## src/rtl/mdu_pkg.sv

```systemverilog
// Shared types and decode helpers for the RV32M multiply/divide sequencer.
// Operation encodings match the Funct3 field of OP/MULDIV instructions.
package mdu_pkg;

    typedef enum logic [2:0] {
        M_MUL    = 3'b000,
        M_MULH   = 3'b001,
        M_MULHSU = 3'b010,
        M_MULHU  = 3'b011,
        M_DIV    = 3'b100,
        M_DIVU   = 3'b101,
        M_REM    = 3'b110,
        M_REMU   = 3'b111
    } m_op_e;

    typedef enum logic [1:0] {
        IDLE = 2'd0,
        CALC = 2'd1,
        FIX  = 2'd2,
        DONE = 2'd3
    } mdu_state_e;

    localparam logic [6:0] OPCODE_OP     = 7'b0110011;
    localparam logic [6:0] FUNCT7_MULDIV = 7'b0000001;

    function automatic logic op_is_div(input m_op_e op);
        return op[2];
    endfunction

    function automatic logic op_is_rem(input m_op_e op);
        return op[2] & op[1];
    endfunction

    // MUL's low half is sign-agnostic, so treating it as signed x signed is harmless.
    function automatic logic op_is_a_signed(input m_op_e op);
        return op inside {M_MUL, M_MULH, M_MULHSU, M_DIV, M_REM};
    endfunction

    function automatic logic op_is_b_signed(input m_op_e op);
        return op inside {M_MUL, M_MULH, M_DIV, M_REM};
    endfunction

endpackage

```

## src/rtl/mdu_sequencer.sv

```systemverilog
// Iterative RV32M multiply/divide unit: magnitudes are iterated one bit per
// cycle in a shared 2*XLEN accumulator, then sign-fixed and presented with done.
module mdu_sequencer
    import mdu_pkg::*;
#(
    parameter int XLEN      = 32,
    parameter bit EARLY_OUT = 1'b1
) (
    input  logic            clk,
    input  logic            rst_n,
    input  logic            start,
    input  logic [2:0]      Funct3,
    input  logic [XLEN-1:0] op_a,
    input  logic [XLEN-1:0] op_b,
    input  logic            flush,
    output logic            busy,
    output logic            done,
    output logic [XLEN-1:0] result
);

    localparam int              CW       = $clog2(XLEN + 1);
    localparam logic [CW-1:0]   LAST_CNT = CW'(XLEN);
    localparam logic [XLEN-1:0] MIN_NEG  = {1'b1, {(XLEN-1){1'b0}}};

    mdu_state_e        state_q, state_d;
    m_op_e             op_q, op_in;
    logic              a_neg_q, b_neg_q, b_zero_q;
    logic [2*XLEN-1:0] acc_q, acc_step;
    logic [XLEN-1:0]   mcand_q, pend_q, result_q;
    logic [CW-1:0]     cnt_q;

    logic              accept, a_neg_in, b_neg_in, fast_hit;
    logic [XLEN-1:0]   abs_a, abs_b, fast_val;

    // Request decode, operand magnitudes and the early-out shortcut values.
    always_comb begin
        op_in    = m_op_e'(Funct3);
        accept   = (state_q == IDLE) && start && !flush;
        a_neg_in = op_is_a_signed(op_in) && op_a[XLEN-1];
        b_neg_in = op_is_b_signed(op_in) && op_b[XLEN-1];
        abs_a    = a_neg_in ? -op_a : op_a;
        abs_b    = b_neg_in ? -op_b : op_b;
        fast_hit = 1'b0;
        fast_val = '0;
        if (EARLY_OUT && op_is_div(op_in)) begin
            if (op_b == '0) begin
                fast_hit = 1'b1;
                fast_val = op_is_rem(op_in) ? op_a : '1;
            end else if (op_is_b_signed(op_in) && (op_a == MIN_NEG) && (op_b == '1)) begin
                fast_hit = 1'b1;
                fast_val = op_is_rem(op_in) ? '0 : op_a;
            end
        end
    end

    logic [XLEN:0] mul_sum, div_trial, div_diff;

    // Upper half is the partial product (multiply) or partial remainder (divide);
    // the lower half shifts out multiplier bits or shifts in quotient bits.
    always_comb begin
        mul_sum   = {1'b0, acc_q[2*XLEN-1:XLEN]}
                  + ({(XLEN+1){acc_q[0]}} & {1'b0, mcand_q});
        div_trial = acc_q[2*XLEN-1:XLEN-1];
        div_diff  = div_trial - {1'b0, mcand_q};
        if (op_is_div(op_q)) begin
            if (!div_diff[XLEN]) begin
                acc_step = {div_diff[XLEN-1:0], acc_q[XLEN-2:0], 1'b1};
            end else begin
                acc_step = {div_trial[XLEN-1:0], acc_q[XLEN-2:0], 1'b0};
            end
        end else begin
            acc_step = {mul_sum, acc_q[XLEN-1:1]};
        end
    end

    logic [2*XLEN-1:0] prod_fix;
    logic [XLEN-1:0]   quo_fix, rem_fix, fix_val;

    // A zero divisor keeps the all-ones quotient regardless of the dividend's sign.
    always_comb begin
        prod_fix = (a_neg_q ^ b_neg_q) ? -acc_q : acc_q;
        quo_fix  = ((a_neg_q ^ b_neg_q) && !b_zero_q) ? -acc_q[XLEN-1:0] : acc_q[XLEN-1:0];
        rem_fix  = a_neg_q ? -acc_q[2*XLEN-1:XLEN] : acc_q[2*XLEN-1:XLEN];
        case (op_q)
            M_MUL:                     fix_val = prod_fix[XLEN-1:0];
            M_MULH, M_MULHSU, M_MULHU: fix_val = prod_fix[2*XLEN-1:XLEN];
            M_DIV, M_DIVU:             fix_val = quo_fix;
            default:                   fix_val = rem_fix;
        endcase
    end

    always_ff @(posedge clk or negedge rst_n) begin
        if (!rst_n) begin
            state_q <= IDLE;
        end else begin
            state_q <= state_d;
        end
    end

    // CALC holds one extra cycle at LAST_CNT after the final step before FIX.
    always_comb begin
        state_d = state_q;
        case (state_q)
            IDLE: if (accept) state_d = fast_hit ? DONE : CALC;
            CALC: if (cnt_q == LAST_CNT) state_d = FIX;
            FIX:  state_d = DONE;
            DONE: state_d = IDLE;
            default: state_d = IDLE;
        endcase
        if (flush && (state_q != IDLE)) state_d = IDLE;
    end

    always_ff @(posedge clk or negedge rst_n) begin
        if (!rst_n) begin
            op_q     <= M_MUL;
            a_neg_q  <= 1'b0;
            b_neg_q  <= 1'b0;
            b_zero_q <= 1'b0;
            acc_q    <= '0;
            mcand_q  <= '0;
            cnt_q    <= '0;
            pend_q   <= '0;
            result_q <= '0;
        end else begin
            if (accept) begin
                op_q     <= op_in;
                a_neg_q  <= a_neg_in;
                b_neg_q  <= b_neg_in;
                b_zero_q <= (op_b == '0);
                acc_q    <= {{XLEN{1'b0}}, abs_a};
                mcand_q  <= abs_b;
                cnt_q    <= '0;
                if (fast_hit) pend_q <= fast_val;
            end else if ((state_q == CALC) && (cnt_q != LAST_CNT)) begin
                acc_q <= acc_step;
                cnt_q <= cnt_q + CW'(1);
            end else if (state_q == FIX) begin
                pend_q <= fix_val;
            end
            if ((state_q == DONE) && !flush) result_q <= pend_q;
        end
    end

    // The finished value is visible during the done cycle itself; a flush there
    // drops it so the previously delivered result stays on the port.
    assign busy   = (state_q != IDLE);
    assign done   = (state_q == DONE) && !flush;
    assign result = done ? pend_q : result_q;

endmodule
```

## config.mk

```make
export PLATFORM = sky130hd
export DESIGN_NAME = mdu_sequencer
export DESIGN_NICKNAME = d
export VERILOG_FILES = /design/src/rtl/mdu_pkg.sv /design/src/rtl/mdu_sequencer.sv
export SDC_FILE = /design/constraint.sdc
export NUM_CORES = 1
export LEC_CHECK = 0
export CELL_PAD_IN_SITES_DETAIL_PLACEMENT = 1
export CELL_PAD_IN_SITES_GLOBAL_PLACEMENT = 2
export CORE_MARGIN = 4
export CORE_UTILIZATION = 39
export CTS_CLUSTER_SIZE = 10
export DETAILED_ROUTE_END_ITERATION = 16
export PLACE_DENSITY = 0.89
export SYNTH_ARGS = -nofsm -noshare
export SYNTH_HDL_FRONTEND = slang
export SYNTH_SLANG_ARGS = --single-unit
```

## constraint.sdc

```tcl
create_clock -name clk -period 6.4 [get_ports clk]
set_input_delay 1.28 -clock clk [delete_from_list [all_inputs] [get_ports clk]]
set_output_delay 1.28 -clock clk [all_outputs]
set_load 0.03 [all_outputs]
```

---- After elaboration in Yosys (flattened, before gate mapping) ----
Index checks and enable logic that the tools add are counted.
cells by class
  bitwise operators ....................... 3
  add/sub/neg operators ................... 8
  equal/unequal tests ..................... 20
  reductions and logical operators ........ 25
  muxes and demuxes ....................... 30
operator list
  operator                                                                number
  32-bit two-way mux                                                      14
  64-bit two-way mux                                                      5
  32-bit negator                                                          4
  32-bit case mux with 3 select lines                                     1
  32-bit equality test (second input constant)                            2
  64-bit negator                                                          1
  32-bit by 33-bit adder with 33-bit output                               1
  33-bit by 32-bit AND with 33-bit output                                 1
  33-bit by 32-bit subtractor with 33-bit output                          1
  32-bit logical NOT                                                      1
  3-bit equality test (second input constant)                             4
  6-bit two-way mux                                                       2
  1-bit logical AND                                                       10
  3-bit by 2-bit equality test with 1-bit output (second input constant)  3
  2-bit two-way mux                                                       4
  2-bit case mux with 4 select lines                                      1
  6-bit by 1-bit adder with 6-bit output (second input constant)          1
  3-bit by 1-bit equality test with 1-bit output (second input constant)  2
  6-bit equality test (second input constant)                             1
  3-bit logical NOT                                                       2
  6-bit != test (second input constant)                                   1
  2-bit nonzero test                                                      3
  5-bit nonzero test                                                      1
  2-bit equality test (second input constant)                             2
  15 further kinds                                                        18
storage, ports and cells
  output and inout bits ................... 34
  bits of input ports ..................... 71
  register bits ........................... 174

---- Longest topological paths before layout ----
Gate-level depths: netlist of run 1.
  word-level depth ........................ 11
  depth in mapped cells ................... 15

---- Worst setup path after synthesis of run 1 ----
Ideal clock, no wire load.
  path type ............................... input -> output
  start point ............................. in flush
  end point ............................... out result[22]
  path buffers ............................ 2
  setup slack ............................. 2.496 ns
  stages .................................. 4
  arrival time ............................ 2.624 ns
  cells stage by stage .................... nor2b_1 -> clkbuf_1 -> clkbuf_1 -> mux2_2
on the way
  word-level cells in the longest chain between the ends .. 3
RTL lines
  item                RTL line              text
  start: declaration  mdu_sequencer.sv:15   input logic flush,
  1-bit logical NOT   mdu_sequencer.sv:147  assign done = (state_q == DONE) && !flush;
  1-bit logical AND   mdu_sequencer.sv:147
  via done            mdu_sequencer.sv:17   output logic done,
  32-bit two-way mux  -
  end: declaration    mdu_sequencer.sv:18   output logic [XLEN-1:0] result
The timed path passes the listed nets, and every way through them passes these cells.

---- Final worst setup path of run 1 ----
  start point ............................. reg acc_q[0]
  end point ............................... reg pend_q[0]
on the way
  word-level cells in the longest chain between the ends .. 6
  elaborated cells on any way between the ends .. 8
RTL lines
  item                                                             RTL line                                  text
  start: declaration                                               mdu_sequencer.sv:28                       logic [2*XLEN-1:0] acc_q, acc_step;
  start signal: assignment                                         mdu_sequencer.sv:130                      acc_q <= {{XLEN{1'b0}}, abs_a};
  start signal: assignment                                         mdu_sequencer.sv:135                      acc_q <= acc_step;
  64-bit negator / 32-bit negator (equally long branches)          mdu_sequencer.sv:81, mdu_sequencer.sv:82
  64-bit two-way mux / 32-bit two-way mux (equally long branches)  mdu_sequencer.sv:81, mdu_sequencer.sv:82
  32-bit case mux with 3 select lines (*)                          mdu_sequencer.sv:84                       case (op_q)
  32-bit two-way mux (*)                                           mdu_sequencer.sv:137                      end else if (state_q == FIX) begin
  32-bit two-way mux (*)                                           mdu_sequencer.sv:134                      end else if ((state_q == CALC) && (cnt_q != LAST_CNT)) begin
  32-bit two-way mux (*)                                           mdu_sequencer.sv:125                      if (accept) begin
  end signal: assignment                                           mdu_sequencer.sv:133                      if (fast_hit) pend_q <= fast_val;
  end signal: assignment                                           mdu_sequencer.sv:138                      pend_q <= fix_val;
  end: declaration                                                 mdu_sequencer.sv:29                       logic [XLEN-1:0] mcand_q, pend_q, result_q;
Every way passes the cells marked *; elsewhere a longest branch is shown, timed or not. The select of a mux whose other input is x is not followed.
A chain may end at the register's enable or synchronous reset.

==> impl_metrics.env, run 1 <==
export IMPL_drtAntennaViolNets=0
export IMPL_min_path_type="flop to flop"
export IMPL_synth_cells=2030
export IMPL_fin_area_sq_um=17780
export IMPL_cts_buffers=17
export IMPL_hold_buffers=0
export IMPL_finalPower_mw=10.91
export IMPL_status="completed"
export IMPL_maxCapViolCount=0
export IMPL_clock_latency_ns=0.48
export IMPL_critPathArrivalTime_ns=5.17
export IMPL_io_pins=105
export IMPL_rrSetupSlack_ns=1.63
export IMPL_cts_reportedPaths_clkPinSlew_ns=0.08
export IMPL_drt_drc_violations_left=0
export IMPL_synth_seq_area_share_pct=27.45
export IMPL_drt_wl_total_mm=58.79
export IMPL_netlist_top_cells_count="nand2_1 (216), nor2_1 (204), o21ai_0 (203), dfrtp_1 (174), a21oi_1 (134)"
export IMPL_r2r_end="pend_q[0]"
export IMPL_port_buffers=104
export IMPL_syn_area_per_cell_sq_um=7.814
export IMPL_yosysTopAreaCellShare_pct=27.45
export IMPL_clock_sinks=174
export IMPL_p_leak_nw=7.297
export IMPL_fp_dieArea_sq_um=43960
export IMPL_finalClockSkew_ns=0.01384
export IMPL_die_y_um=209.7
export IMPL_grt_overflow_total=0
export IMPL_synth_edf_count=0
export IMPL_rsz0062_at_grt="no"
export IMPL_gp_congestion=0.9122
export IMPL_fin_crit_sh_pct=74.60
export IMPL_syn_cell_area_sq_um=15860
export IMPL_synth_most_common_cell="nand2_1"
export IMPL_report_final_slew_viol_count=0
export IMPL_cts_tree="built"
export IMPL_layout_drive_gt1_share_pct=6.354
export IMPL_grt_pass1_wl_mm=92.34
export IMPL_synthToLayoutAreaGrowth_pct=12.06
export IMPL_cts_resized=0
export IMPL_endpoint="pend_q[0]"
export IMPL_ys_top_cells_by_area="dfrtp_1 (27%), o21ai_0 (6.4%), ha_1 (5.9%)"
export IMPL_placeableCoreArea_sq_um=40010
export IMPL_grt_max_degree=82
export IMPL_worstSetupStartpointType="flop"
export IMPL_synthFlopType="dfrtp_1"
export IMPL_cts_setup_buffers=0
export IMPL_ys_ff_latch=174
export IMPL_crit_start="acc_q[0]"
export IMPL_max_slew_margin_pct=28.44
export IMPL_drtIter0Drc=988
export IMPL_async_reset_ff_share_pct=100.0
export IMPL_synth_nets=2178
export IMPL_setup_slack_ns=1.625
export IMPL_post_drt_via_cell_ratio=6.102
export IMPL_hold_violations=0
export IMPL_r2r_start="acc_q[0]"
export IMPL_synth_cell_types=80
export IMPL_wl_per_cell_um=22.87
export IMPL_fmax_mhz=209.4
export IMPL_rows=73
export IMPL_h_tree_depth=4
export IMPL_dpl_worst_slack_ns=1.262
export IMPL_initial_core_util_pct=39.65
export IMPL_tightest_slew_ns=1.067
export IMPL_required_ns=6.79
export IMPL_grt_pass1_vias=16120
export IMPL_crit_fanout=34
export IMPL_final_core_util_pct=44.43
export IMPL_ff2ff_path_depth=13
export IMPL_root_buffer="clkbuf_16"
export IMPL_setup_viol=0
export IMPL_end_kind="flop"
export IMPL_post_synth_top_area_cell="dfrtp_1"
export IMPL_vias=15690
export IMPL_layout_nets=2181
export IMPL_ir_drop_mv=0.2611
export IMPL_period_needed_ns=4.775
export IMPL_antenna_found_initial=0
export IMPL_cts_max_path_buffers=2
export IMPL_dp_hpwl_mm=44.39
export IMPL_drtPass1Iterations=6
export IMPL_critical_path_class="flop to flop"
export IMPL_setup_tns_ns=0
export IMPL_dpl_cell_area_sq_um=17210
export IMPL_p_per_area_nw_per_um2=613.5
export IMPL_die_w_um=209.7
export IMPL_synth_warnings=0
export IMPL_antenna_cells=0
export IMPL_grtUsageTotal_pct=26.20
-- state kept, by name, summed over array words and instances, names as in the netlist --
register	flops
pend_q	32
cnt_q	6
state_q	2
result_q	32
mcand_q	32
op_q	3
b_neg_q	1
b_zero_q	1
acc_q	64
a_neg_q	1
-- area by class of cell --
cell class / instances / area, sq um
sequential: 174 / 4355
fill: 4961 / 22230
timing repair buffer: 128 / 1225
clock buffer: 18 / 439.2
inverter: 63 / 236.5
clock inverter: 14 / 123.9
multi-input combinational: 1649 / 10740
tap: 525 / 656.9
-- through the flow --
stage	std cells	hold WS, ns
2_1_floorplan	2030	0.4498
4_1_cts	2571	0.4872
3_5_place_dp	2539	0.4708
5_1_grt	2571	0.5082
3_3_place_gp	2539	0.4630
6_report	2571	0.4803
-- cell usage in the layout, fill, tap and decap left out, drive strengths merged, types with 8 or more instances in the layout --
cell type      count
nor2b             14
a211oi            16
clkbuf            19
and3              10
clkdlybuf4s50    103
and2               8
nand2            217
inv               70
ha                75
nor2             204
or2               14
mux2              34
or4               14
or3               26
o21a               8
nand4             15
o221ai            17
o31ai             24
a22oi             21
nand3             30
a31oi             31
a21o              24
o41ai              8
mux2i             52
dfrtp            174
xnor2            106
o21ai            218
o22ai              9
a21oi            134
o211ai            49
buf               24
a2111oi            8
nor4              22
nor3              38
xor2             104
nand2b            24
-- report_power, final --
part           leakage [nW]  switching [mW]  internal (mW)
registers              2.16           0.702           1.60
clock network         0.268           0.524          0.521
logic                  4.87            4.64           2.92
-- routing by layer --
layer	track usage (%)	share of wire, %
met1	33.88	43
met2	44.10	48
met3	3.857	4.3
met4	10.60	4.1
met5	0	0
-- cell families after synthesis --
| family | synth area share [%] |
|---|---|
| adders and majority gates | 6.168 |
| DFF | 27.45 |
| xor gates and xnor gates | 11.64 |
| and+or+nand+nor | 19.08 |
| muxes | 5.719 |
| buffers and inverters | 5.253 |
| AOI/OAI and AO/OA | 24.69 |
-- worst min path at each step --
| stage | startpoint | end | slack, ns | cells after the start |
|---|---|---|---|---|
| 2_1_floorplan | mcand_q[10] | mcand_q[10] | 0.45 | 2 |
| 3_3_place_gp | mcand_q[25] | mcand_q[25] | 0.46 | 2 |
| 3_5_place_dp | mcand_q[8] | mcand_q[8] | 0.47 | 2 |
| 4_1_cts | mcand_q[8] | mcand_q[8] | 0.49 | 2 |
| 5_1_grt | mcand_q[4] | mcand_q[4] | 0.51 | 2 |
| 6_report | mcand_q[13] | mcand_q[13] | 0.48 | 2 |
-- worst max-delay path, stage by stage, from the launching register on --
cell and delay (ns):
dfrtp_1 0.46, clkinv_1 0.60, ha_1 0.33, nor3b_1 0.58, nand2_1 0.29, nor4_2 0.58, and2_1 0.66, nor2_1 0.11
xnor2_1 0.17, nor2_1 0.05, a2111oi_0 0.46, buf_4 0.22, nor2_1 0.06, a21oi_1 0.14
No activity file was read; power rests on OpenSTA's default activity.
==> inputs of run 2 (changes only) <==
--- a/config.mk
+++ b/config.mk
@@ -8,10 +8,10 @@
 export CELL_PAD_IN_SITES_DETAIL_PLACEMENT = 1
 export CELL_PAD_IN_SITES_GLOBAL_PLACEMENT = 2
 export CORE_MARGIN = 4
-export CORE_UTILIZATION = 39
+export CORE_UTILIZATION = 36
 export CTS_CLUSTER_SIZE = 10
 export DETAILED_ROUTE_END_ITERATION = 16
-export PLACE_DENSITY = 0.89
+export PLACE_DENSITY = 0.83
 export SYNTH_ARGS = -nofsm -noshare
 export SYNTH_HDL_FRONTEND = slang
 export SYNTH_SLANG_ARGS = --single-unit
==> constraint.sdc (replaced) <==
create_clock -name clk -period 4.5 [get_ports clk]
set_input_delay 0.9 -clock clk [delete_from_list [all_inputs] [get_ports clk]]
set_output_delay 0.9 -clock clk [all_outputs]
set_load 0.03 [all_outputs]
==> run 2 against run 1 <==
- clock skew rose by 0.0028 ns
- worst setup slack got worse by 1.0 ns
- cell area rose by 2.7%
- global-route usage fell by 0.65 points
- combinational power rose by 48%
- routed wire length rose by 3.2%
- worst hold slack got worse by 0.0018 ns
- non-clock buffer count rose by 47
- via count rose by 0.38%
- sequential share of layout area fell by 0.65 points
- clock power rose by 48%
- die area rose by 8.0%
- critical endpoint is now result[3]
==> impl_metrics.env, run 2 (synthesis results as in run 1) <==
export IMPL_fp_dieArea_sq_um=47480
export IMPL_drt_drc_violations_left=0
export IMPL_gp_congestion=0.9239
export IMPL_clock_sinks=174
export IMPL_grt_pass1_vias=16520
export IMPL_p_switching_mw=8.460
export IMPL_layout_drive_gt1_share_pct=8.409
export IMPL_worstSetupStartpointType="input port"
export IMPL_n_fill_cell=5347
export IMPL_dpl_worst_slack_ns=0.3842
export IMPL_antenna_cells=0
export IMPL_p_leak_nw=7.557
export IMPL_grt_max_degree=97
export IMPL_antenna_found_initial=1
export IMPL_h_tree_depth=4
export IMPL_root_buffer="clkbuf_16"
export IMPL_hold_buffers=0
export IMPL_die_y_um=217.9
export IMPL_cts_tree="built"
export IMPL_pwr_share_comb_pct=70.2
export IMPL_finalClockSkew_ns=0.01663
export IMPL_fmax_mhz=257.5
export IMPL_end_kind="output port"
export IMPL_clock_latency_ns=0.51
export IMPL_cts_buffers=17
export IMPL_die_w_um=217.9
export IMPL_critical_path_class="input port to output port"
export IMPL_drt_wl_total_mm=60.67
export IMPL_setup_viol=0
export IMPL_largest_reg_flops=64
export IMPL_largest_register="acc_q"
export IMPL_cts_setup_buffers=0
export IMPL_initial_core_util_pct=36.58
export IMPL_vias=15750
export IMPL_status="completed"
export IMPL_setup_slack_ns=0.6165
export IMPL_p_int_mw=7.451
export IMPL_cts_resized=0
export IMPL_drtIter0Drc=954
export IMPL_ff2ff_path_depth=14
export IMPL_fin_crit_sh_pct=86.30
export IMPL_hold_violations=0
export IMPL_pwr_share_seq_pct=20.1
export IMPL_cts_reportedPaths_clkPinSlew_ns=0.07
export IMPL_whs_path_depth=2
export IMPL_cts_max_path_buffers=2
export IMPL_layout_nets=2228
export IMPL_required_ns=3.60
export IMPL_synthToLayoutAreaGrowth_pct=15.11
export IMPL_grt_overflow_total=0
export IMPL_layout_common_cells="nand2_1 (216), nor2_1 (204), o21ai_0 (203), dfrtp_1 (173), a21oi_1 (134)"
export IMPL_dp_hpwl_mm=46.74
export IMPL_wl_per_cell_um=22.66
export IMPL_drtPass1Iterations=5
export IMPL_layout_commonest_cell="nand2_1"
export IMPL_grtUsageTotal_pct=25.56
export IMPL_ir_drop_mv=0.3760
export IMPL_clkPwrFrac_pct=9.7
export IMPL_grt_pass1_wl_mm=95.03
export IMPL_placeableCoreArea_sq_um=43360
export IMPL_io_pins=105
export IMPL_min_path_type="flop to flop"
export IMPL_maxCapViolCount=0
export IMPL_rsz0062_at_grt="no"
export IMPL_rows=76
export IMPL_p_per_area_nw_per_um2=871.4
export IMPL_p_sw_share_pct=53.17
export IMPL_report_final_slew_viol_count=0
export IMPL_post_drt_via_cell_ratio=5.880
export IMPL_critPathArrivalTime_ns=2.98
export IMPL_setup_tns_ns=0
export IMPL_crit_fanout=33
export IMPL_drtAntennaViolNets=0
export IMPL_tightest_slew_ns=1.134
export IMPL_port_buffers=104
export IMPL_max_slew_margin_pct=23.89
export IMPL_period_needed_ns=3.884
==> run 2: path summary, 6_finish.rpt <==
check	startpoint	to	slack, ns
worst max register to register	acc_q[0]	acc_q[63]	0.66
worst min-delay path	mcand_q[17]	mcand_q[17]	0.48
max in group asynchronous	rst_n	mcand_q[29]	3.00
min in group asynchronous	rst_n	acc_q[1]	0.49
worst min register to register	mcand_q[17]	mcand_q[17]	0.48
worst max-delay path	flush	result[3]	0.62
==> run 2: layout make-up <==
type | instances | area, sq um | share of cell area (%)
clock buffer | 18 | 429.2 | 2.350
clock inverter | 14 | 151.4 | 0.8292
inverter | 63 | 236.5 | 1.295
multi-input combinational | 1649 | 10740 | 58.82
sequential | 174 | 4355 | 23.85
tap | 585 | 732.0 | 4.009
timing repair buffer | 175 | 1615 | 8.847
==> run 2: power by group through the flow <==
stage          clock, mW  sequential, mW  combinational [mW]
2_1_floorplan          0            2.64                8.00
3_3_place_gp           0            3.17                10.8
3_5_place_dp           0            3.22                11.0
4_1_cts             1.59            3.19                11.1
5_1_grt             1.65            3.31                12.2
6_report            1.55            3.20                11.2
==> run 2: layer usage <==
layer | wire, um | global-route usage, %
met4 | 2597 | 10.93
met5 | 13 | 0
met1 | 25920 | 31.83
met2 | 29160 | 43.45
met3 | 2974 | 4.626
==> run 2: worst max-delay path, stage by stage <==
cell and delay [ns]:
clkdlybuf4s50_1 0.51, nor2b_2 0.16, buf_4 0.38, mux2_2 0.41, clkdlybuf4s50_1 0.60
==> run 2: metrics by stage <==
step | hold slack, ns | total power [mW] | std cells | utilization, % | instance area [sq um]
detailed placement | 0.4706 | 14.26 | 2646 | 40.77 | 17680
CTS | 0.4862 | 15.88 | 2678 | 42.11 | 18260
finish | 0.4785 | 15.91 | 2678 | 42.11 | 18260
global route | 0.4990 | 17.14 | 2678 | 42.11 | 18260
global placement | 0.4603 | 13.96 | 2646 | 40.77 | 17680
floorplan | 0.4498 | 10.64 | 2030 | - | 15860
==> inputs of run 3 (changes only) <==
--- a/config.mk
+++ b/config.mk
@@ -7,7 +7,7 @@
 export LEC_CHECK = 0
 export CELL_PAD_IN_SITES_DETAIL_PLACEMENT = 1
 export CELL_PAD_IN_SITES_GLOBAL_PLACEMENT = 2
-export CORE_MARGIN = 4
+export CORE_MARGIN = 2
 export CORE_UTILIZATION = 36
 export CTS_CLUSTER_SIZE = 10
 export DETAILED_ROUTE_END_ITERATION = 16
==> run 3 against run 2 <==
- worst hold slack got worse by 0.061 ns
- largest power group unchanged
- critical path type is now flop to flop
- maximum frequency fell by 6.0%
- clock power rose by 9.7%
- highest routed layer unchanged
- critical endpoint is now acc_q[61]
==> impl_metrics.env, run 3 (synthesis results as in run 1) <==
export IMPL_fmax_mhz=242.1
export IMPL_cts_setup_buffers=0
export IMPL_max_slew_margin_pct=24.24
export IMPL_largest_register="acc_q"
export IMPL_report_final_slew_viol_count=0
export IMPL_drtIter0Drc=1148
export IMPL_rrSetupSlack_ns=0.37
export IMPL_port_buffers=104
export IMPL_stdcell_count=2676
export IMPL_critical_path_class="flop to flop"
export IMPL_layout_nets=2226
export IMPL_min_path_type="input port to asynchronous set/reset pin"
export IMPL_die_y_um=213.9
export IMPL_synthToLayoutAreaGrowth_pct=15.54
export IMPL_rsz0062_at_grt="no"
export IMPL_layout_commonest_cell="nand2_1"
export IMPL_clock_sinks=174
export IMPL_dp_cells=2644
export IMPL_largest_reg_flops=64
export IMPL_fin_area_sq_um=18330
export IMPL_hold_buffers=0
export IMPL_r2r_start="acc_q[0]"
export IMPL_cts_reportedPaths_clkPinSlew_ns=0.08
export IMPL_critPathBufInv=2
export IMPL_crit_fanout=19
export IMPL_drtPass1Iterations=7
export IMPL_antenna_cells=0
export IMPL_setup_tns_ns=0
export IMPL_grt_max_degree=95
export IMPL_h_tree_depth=4
export IMPL_setup_viol=0
export IMPL_fin_crit_sh_pct=91.79
export IMPL_grtUsageTotal_pct=26.52
export IMPL_grtUsageMet1_pct=34.05
export IMPL_p_per_area_nw_per_um2=872.9
export IMPL_finalClockSkew_ns=0.01417
export IMPL_worstSetupStartpointType="flop"
export IMPL_n_fill_cell=5282
export IMPL_dp_hpwl_mm=46.22
export IMPL_drt_wl_total_mm=60.24
export IMPL_path_cells="clkinvlp_4 > buf_4 > nor2_1 > ha_1 > o21ai_0 > nor2_1 > or4_1 > a31o_2 > a31o_2 > a41oi_1 > a211oi_1 > xor2_1 > a221oi_1 > o21ai_0"
export IMPL_slowest_stage="dfrtp_1"
export IMPL_gr_max_usage_layer="met2"
export IMPL_multi_input_area_sq_um=10740
export IMPL_antenna_found_initial=1
export IMPL_use_met3_pct=3.948
export IMPL_grt_pass1_vias=16340
export IMPL_ff2ff_path_depth=14
export IMPL_p_leak_nw=7.579
export IMPL_fp_dieArea_sq_um=45760
export IMPL_ir_drop_mv=0.3359
export IMPL_initial_core_util_pct=36.66
export IMPL_wl_per_cell_um=22.51
export IMPL_cts_tree="built"
export IMPL_cts_max_path_buffers=2
export IMPL_layout_drive_gt1_share_pct=8.369
export IMPL_rows=76
export IMPL_root_buffer="clkbuf_16"
export IMPL_status="completed"
export IMPL_post_drt_via_cell_ratio=5.858
export IMPL_die_w_um=213.9
export IMPL_cts_buffers=17
export IMPL_tightest_slew_ns=1.129
export IMPL_worst_path_dominant_cell_family="compound AO/OA/AOI/OAI gates"
export IMPL_placeableCoreArea_sq_um=43270
export IMPL_drtAntennaViolNets=0
export IMPL_clock_latency_ns=0.50
export IMPL_gp_congestion=0.8967
export IMPL_grtUsageMet2_pct=45.01
export IMPL_slowest_delay_ns=0.49
export IMPL_drt_drc_violations_left=0
export IMPL_required_ns=4.86
export IMPL_grt_overflow_total=0
export IMPL_layout_common_cells="nand2_1 (216), nor2_1 (204), o21ai_0 (203), dfrtp_1 (173), a21oi_1 (134)"
export IMPL_end_kind="flop"
export IMPL_critPathArrivalTime_ns=4.49
export IMPL_hold_violations=0
export IMPL_grt_pass1_wl_mm=95.67
export IMPL_vias=15680
export IMPL_dpl_cell_area_sq_um=17690
export IMPL_period_needed_ns=4.131
export IMPL_io_pins=105
export IMPL_maxCapViolCount=0
export IMPL_area_sequential_sq_um=4355
export IMPL_r2r_end="acc_q[61]"
run 3: worst max-delay path by stage:
stage / cells past startpoint / to / start / slack [ns]
floorplan: 14 / acc_q[63] / acc_q[0] / 1.09
global placement: 12 / pend_q[11] / op_a[0] / 0.15
detailed placement: 12 / pend_q[11] / op_a[0] / 0.11
CTS: 14 / acc_q[61] / acc_q[0] / 0.17
global route: 14 / acc_q[61] / acc_q[0] / 0.12
finish: 14 / acc_q[61] / acc_q[0] / 0.37
run 3: cell type report:
class	instances	area share (%)
clock buffers	18	2.342
clock inverters	14	1.126
inverters	63	1.311
multi-input cells	1649	58.59
flip-flops and latches	174	23.76
well taps	585	3.994
repair buffers	173	8.868
run 3: through the flow:
stage	setup slack (ns)	hold slack (ns)	power (mW)	util, %
final	0.3694	0.4172	16.00	42.36
after global routing	0.1231	0.4755	17.24	42.36
after CTS	0.1722	0.4732	15.97	42.35
after detailed placement	0.1135	0.4710	14.19	40.88
after global placement	0.1481	0.4619	13.88	40.88
after floorplan	1.093	0.4498	10.64	-
run 3: metal layers:
metal / vias to the layer above / wire length, um
met2: 389 / 29110
met5: - / 13
li1: 7381 / -
met1: 7808 / 26490
met4: 2 / 1930
met3: 95 / 2697
run 3: report_power, final:
part	switching (mW)	internal (mW)	total, mW
combinational	6.80	4.35	11.1
clock	0.757	0.941	1.70
sequential	0.872	2.28	3.15
total	8.43	7.57	16.0
run 3: repair_timing:
| item | in CTS | in global routing |
|---|---|---|
| setup endpoints to repair | 0 | 2 |
| resized for setup | 0 | 1 |
| hold endpoints to repair | 0 | 0 |
